## config.mk

```make
export PLATFORM = sky130hd
export DESIGN_NAME = adder_subtractor_4bit
export DESIGN_NICKNAME = d
export VERILOG_FILES = /design/src/rtl/adder_subtractor_4bit.sv
export SDC_FILE = /design/constraint.sdc
export NUM_CORES = 1
export LEC_CHECK = 0
export BUFFER_PORTS_ARGS = -buffer_cell sky130_fd_sc_hd__buf_2
export CAP_MARGIN = 20
export CORE_AREA = 2 2 39 41
export CTS_BUF_LIST = sky130_fd_sc_hd__clkbuf_8 sky130_fd_sc_hd__clkbuf_16
export DETAILED_ROUTE_END_ITERATION = 10
export DIE_AREA = 0 0 41 43
export PLACE_DENSITY_LB_ADDON = 0.25
export SLEW_MARGIN = 20
export SYNTH_ARGS = -nofsm -noshare
export SYNTH_HDL_FRONTEND = slang
export SYNTH_SLANG_ARGS = --single-unit
```

## constraint.sdc

```tcl
create_clock -name clk -period 3.69 [get_ports clk]
set_clock_uncertainty 0.1 [all_clocks]
set_input_delay 0.1845 -clock clk [delete_from_list [all_inputs] [get_ports clk]]
set_output_delay 0.1845 -clock clk [all_outputs]
set_load 0.01 [all_outputs]
```

## src/rtl/adder_subtractor_4bit.sv

```systemverilog
// Registered ripple-carry adder/subtractor with carry, overflow and zero flags.
// mode=1 inverts B and injects a carry-in, giving A - B in two's complement.
module adder_subtractor_4bit #(
    parameter int WIDTH = 4
) (
    input  logic             clk,
    input  logic             rst,
    input  logic [WIDTH-1:0] A,
    input  logic [WIDTH-1:0] B,
    input  logic             mode,
    output logic [WIDTH-1:0] Sum,
    output logic             CarryOut,
    output logic             Overflow,
    output logic             Zero
);

    logic [WIDTH-1:0] bx;
    logic [WIDTH-1:0] sum_d;
    logic [WIDTH:0]   c;
    logic             carry_d;
    logic             ovf_d;
    logic             zero_d;

    logic [WIDTH-1:0] sum_q;
    logic             carry_q;
    logic             ovf_q;
    logic             zero_q;

    always_comb begin
        bx    = B ^ {WIDTH{mode}};
        sum_d = '0;
        c     = '0;
        c[0]  = mode;
        // Full-adder cells, rippling LSB to MSB
        for (int i = 0; i < WIDTH; i++) begin
            sum_d[i] = A[i] ^ bx[i] ^ c[i];
            c[i+1]   = (A[i] & bx[i]) | (c[i] & (A[i] ^ bx[i]));
        end
        carry_d = c[WIDTH];
        ovf_d   = c[WIDTH] ^ c[WIDTH-1];
        zero_d  = (sum_d == '0);
    end

    always_ff @(posedge clk) begin
        if (rst) begin
            sum_q   <= '0;
            carry_q <= 1'b0;
            ovf_q   <= 1'b0;
            zero_q  <= 1'b1;
        end else begin
            sum_q   <= sum_d;
            carry_q <= carry_d;
            ovf_q   <= ovf_d;
            zero_q  <= zero_d;
        end
    end

    assign Sum      = sum_q;
    assign CarryOut = carry_q;
    assign Overflow = ovf_q;
    assign Zero     = zero_q;

endmodule

```

==> results.sh, run 1 <==
export IMPL_drtPass1Iterations=1
export IMPL_cpMaxStageDelayCell="fa_1"
export IMPL_root_buffer="clkbuf_8"
export IMPL_die_area_sq_um=1760
export IMPL_ctsHtreeMaxLevel=1
export IMPL_finalCritPeriodShare=0.550
export IMPL_area_delta_synth_final_pct=48.6
export IMPL_start_util=0.223
export IMPL_cpPeakStageDelay_ps=490
export IMPL_io_buffers=17
export IMPL_ios=18
export IMPL_wl_per_cell_um=7.23
export IMPL_grt_max_degree=8
export IMPL_dieWidth_um=41
export IMPL_cts_buffers=3
export IMPL_path_common_cell="fa_1"
export IMPL_die_h_um=43
export IMPL_path_buf_inv=3
export IMPL_cp_end_kind="register"
export IMPL_crit_chain="buf_2 > mux2_2 > fa_1 > inv_1 > fa_1 > inv_1 > fa_1 > nor2_1 > a31o_1"
export IMPL_finalHoldViolCount=0
export IMPL_outcome="completed"
export IMPL_fin_area_sq_um=459
export IMPL_via_per_inst=3.78
export IMPL_finalNetCount=63
export IMPL_n_antenna_cell=0
export IMPL_drive_gt1_frac=0.438
export IMPL_fin_tns_setup_ps=0
export IMPL_cts_buffer_depth=2
export IMPL_slew_violations=0
export IMPL_drt_total_wl_um=463
export IMPL_crit_family="adder cells"
export IMPL_syn_area_per_cell_sq_um=11.4
export IMPL_critPathLaunchType="input port"
export IMPL_critPathArrivalTime_ps=2040
export IMPL_hold_path_class="in -> reg"
export IMPL_synthCells=27
export IMPL_place_area_sq_um=414
export IMPL_syn_nets=41
export IMPL_crit_required_ps=3700
export IMPL_cts_tree="built"
export IMPL_ys_types=9
export IMPL_grt_pass1_wl_um=828
export IMPL_grt_pass1_vias=229
export IMPL_finalCriticalPeriod_ps=2030
export IMPL_max_cap_violations=0
export IMPL_slew_headroom=0.872
export IMPL_powerDensity_nw_per_um2=524
export IMPL_fin_hold_ws_ps=100
export IMPL_seq_area_frac_synth=0.453
export IMPL_fmaxAchievable_mhz=492
export IMPL_clock_sinks=7
export IMPL_place_hpwl_um=408
export IMPL_post_cts_setup_buffer_count=0
export IMPL_yosysWarnings=0
export IMPL_tightestPinTransition_ps=191
export IMPL_fin_util=0.332
export IMPL_rsz0062_at_grt="no"
export IMPL_vias=242
export IMPL_grt_ovfl_total=0
export IMPL_p_leak_nw=0.233
export IMPL_crit_type="in -> reg"
export IMPL_ctsHoldBuffers=0
export IMPL_worstHoldPathCells=2
export IMPL_path_max_fanout=2
export IMPL_rows=14
export IMPL_drcViolationCount=0
export IMPL_path_clk_slew_ps=40
export IMPL_drtAntennaViolNets=0
export IMPL_worst_path_stages=9
export IMPL_drt_first_iter_violations=0
export IMPL_synth_seq_cells=7
export IMPL_synthesis_area_sq_um=309
export IMPL_core_sq_um=1380
export IMPL_setup_viol_count_final=0
export IMPL_postCtsResizedCells=0
export IMPL_vdd_drop_max_mv=0.153
export IMPL_gp_congestion=0.596
export IMPL_grt_use_total=0.0706
export IMPL_antenna_found_initial=0
## through the flow
step	worst slack [ps]	total power, mW	cells
finish	1660	0.241	64
global route	1530	0.260	64
CTS	1650	0.246	64
detailed placement	1420	0.143	60
global placement	1420	0.143	60
floorplan	1610	0.122	27
## kinds of logic after synthesis
family / count (synthesis) / share of synthesized area
flops: 7 / 0.453
xor+xnor: 5 / 0.142
simple gates: 7 / 0.109
fa+ha+maj: 3 / 0.194
compound gates: 1 / 0.0283
buf+inv: 3 / 0.0364
mux: 1 / 0.0364
## final cells by class
class | count | area [sq um]
Sequential cell | 7 | 140
Clock buffer | 3 | 41.3
Tap cell | 16 | 20.0
Multi-Input combinational cell | 17 | 158
Fill cell | 155 | 925
Clock inverter | 1 | 3.75
Timing Repair Buffer | 17 | 85.1
Inverter | 3 | 11.3
## Yosys cell counts
library cell  count  area (sq um)
a31o_1            1          8.76
dfxtp_1           7           140
fa_1              3          60.1
inv_1             3          11.3
mux2_2            1          11.3
nor2_1            4          15.0
nor2b_1           3          18.8
xnor2_1           2          17.5
xor2_1            3          26.3
## layer usage
layer / part of all wire / track usage / vias to the layer above
met1: 0.38 / 0.0784 / 109
met3: 0.082 / 0 / 0
met4: 0 / 0.0800 / 0
met2: 0.53 / 0.106 / 10
li1: - / - / 123
met5: 0 / 0 / -
## cell usage in the layout, fill, tap and decap left out
| master | n |
|---|---|
| buf_2 | 17 |
| dfxtp_1 | 7 |
| inv_1 | 4 |
| nor2_1 | 4 |
| xor2_1 | 3 |
| nor2b_1 | 3 |
| fa_1 | 3 |
| clkbuf_8 | 3 |
| xnor2_1 | 2 |
| mux2_2 | 1 |
| a31o_1 | 1 |
## registers in the layout (all words and copies together) (netlist names)
name / cells
Zero: 1
Sum: 4
CarryOut: 1
Overflow: 1
## final timing paths
check	endpoint	slack, ps	startpoint
setup / recovery	Zero$_SDFF_PP1_	1660	B[0]
hold / removal	Sum[2]$_SDFF_PP0_	100	rst
## power breakdown
group | total [mW] | internal (mW) | switching (mW)
Combinational | 0.0516 | 0.0261 | 0.0255
Clock | 0.101 | 0.0716 | 0.0295
Sequential | 0.0881 | 0.0864 | 0.00175
(Power assumes the default switching activity.)
==> inputs of run 2 (changes only) <==
==> constraint.sdc (replaced) <==
create_clock -name clk -period 2 [get_ports clk]
set_clock_uncertainty 0.1 [all_clocks]
set_input_delay 0.1 -clock clk [delete_from_list [all_inputs] [get_ports clk]]
set_output_delay 0.1 -clock clk [all_outputs]
set_load 0.01 [all_outputs]
==> results.sh, run 2 (synthesis gave the netlist of run 1 again) <==
export IMPL_grt_ovfl_total=0
export IMPL_p_leak_nw=0.249
export IMPL_slew_headroom=0.854
export IMPL_tightestPinTransition_ps=217
export IMPL_dieWidth_um=41
export IMPL_dpl_cell_count=64
export IMPL_rows=14
export IMPL_setup_viol_count_final=0
export IMPL_finalCritPeriodShare=0.941
export IMPL_grtUsageMet1=0.0559
export IMPL_cp_end_kind="register"
export IMPL_ctsHtreeMaxLevel=1
export IMPL_cpMaxStageDelayCell="fa_1"
export IMPL_clock_sinks=7
export IMPL_finalCriticalPeriod_ps=1880
export IMPL_drt_first_iter_violations=0
export IMPL_critPathLaunchType="input port"
export IMPL_path_buf_inv=3
export IMPL_core_sq_um=1380
export IMPL_path_common_cell="fa_2"
export IMPL_vdd_drop_max_mv=0.208
export IMPL_ctsHoldBuffers=0
export IMPL_grt_pass1_wl_um=717
export IMPL_grt_pass1_vias=231
export IMPL_root_buffer="clkbuf_8"
export IMPL_via_per_inst=3.78
export IMPL_fin_area_sq_um=494
export IMPL_crit_chain="buf_2 > mux2_2 > fa_2 > inv_2 > fa_2 > inv_1 > fa_1 > nor2_1 > a31o_1"
export IMPL_grt_use_total=0.0657
export IMPL_slew_violations=0
export IMPL_start_util=0.223
export IMPL_cts_buffer_depth=2
export IMPL_gp_congestion=0.602
export IMPL_hold_path_class="in -> reg"
export IMPL_path_max_fanout=2
export IMPL_drtAntennaViolNets=0
export IMPL_largest_reg_flops=4
export IMPL_crit_required_ps=2010
export IMPL_n_antenna_cell=0
export IMPL_drtPass1Iterations=1
export IMPL_met3_usage=0
export IMPL_wl_per_cell_um=7.38
export IMPL_powerDensity_nw_per_um2=923
export IMPL_final_common_cell="buf_2"
export IMPL_outcome="completed"
export IMPL_cts_buffers=3
export IMPL_io_buffers=17
export IMPL_place_area_sq_um=444
export IMPL_fmaxAchievable_mhz=531
export IMPL_fin_cells=68
export IMPL_finalNetCount=67
export IMPL_drt_total_wl_um=502
export IMPL_max_cap_violations=0
export IMPL_crit_family="adder cells"
export IMPL_final_cell_mix="17 x buf_2, 7 x dfxtp_1, 4 x nor2_1, 4 x buf_4"
export IMPL_area_delta_synth_final_pct=59.9
export IMPL_cpPeakStageDelay_ps=490
export IMPL_crit_type="in -> reg"
export IMPL_cts_tree="built"
export IMPL_grt_busiest_layer="met2"
export IMPL_drcViolationCount=0
export IMPL_die_area_sq_um=1760
export IMPL_drive_gt1_frac=0.538
export IMPL_ios=18
export IMPL_finalHoldViolCount=0
export IMPL_rsz0062_at_grt="no"
export IMPL_path_clk_slew_ps=40
export IMPL_die_h_um=43
export IMPL_critPathArrivalTime_ps=1890
export IMPL_grt_max_degree=8
export IMPL_place_hpwl_um=437
export IMPL_vias=257
export IMPL_antenna_found_initial=0
export IMPL_fin_util=0.357
export IMPL_grt_util_met2=0.103
==> run 2: changes by cell type in the layout (fill, tap and decap cells not counted), sizes merged <==
cell	previous run	this run
buf	17	21
==> run 2: cell type report <==
class / count / area (sq um)
well taps: 16 / 20.0
multi-input cells: 17 / 163
fillers: 146 / 890
clock buffers: 3 / 41.3
clock inverters: 1 / 3.75
inverters: 3 / 11.3
repair buffers: 21 / 115
flip-flops and latches: 7 / 140
==> run 2: routing by layer <==
metal / vias to the layer above / share of wire
met2: 10 / 0.55
met3: 0 / 0.088
met4: 0 / 0
li1: 131 / -
met1: 116 / 0.36
met5: - / 0
==> run 2: where the power goes <==
part,internal (mW),total (mW),switching (mW)
clock network,0.132,0.185,0.0530
registers,0.159,0.163,0.00344
logic,0.0573,0.108,0.0511
total,0.349,0.456,0.108
==> run 2: worst paths after layout <==
| path | start | to | slack [ps] | cells past startpoint |
|---|---|---|---|---|
| max | B[0] | Zero$_SDFF_PP1_ | 120 | 9 |
| min | rst | Sum[2]$_SDFF_PP0_ | 20 | 2 |
==> run 2: stage by stage <==
stage	power, mW	worst slack, ps	TNS (ps)	hold WS, ps
floorplan	0.224	5.10	0	66.7
global placement	0.271	-131	-135	253
detailed placement	0.272	-163	-181	252
CTS	0.460	65.2	0	18.3
global route	0.488	28.8	0	36.9
finish	0.456	117	0	21.5
==> run 2: timing repair <==
action / 4_1_cts / 5_1_grt
setup buffers: 0 / 0
setup endpoints to repair: 0 / 1
hold endpoints to repair: 0 / 0
resized for setup: 0 / 3
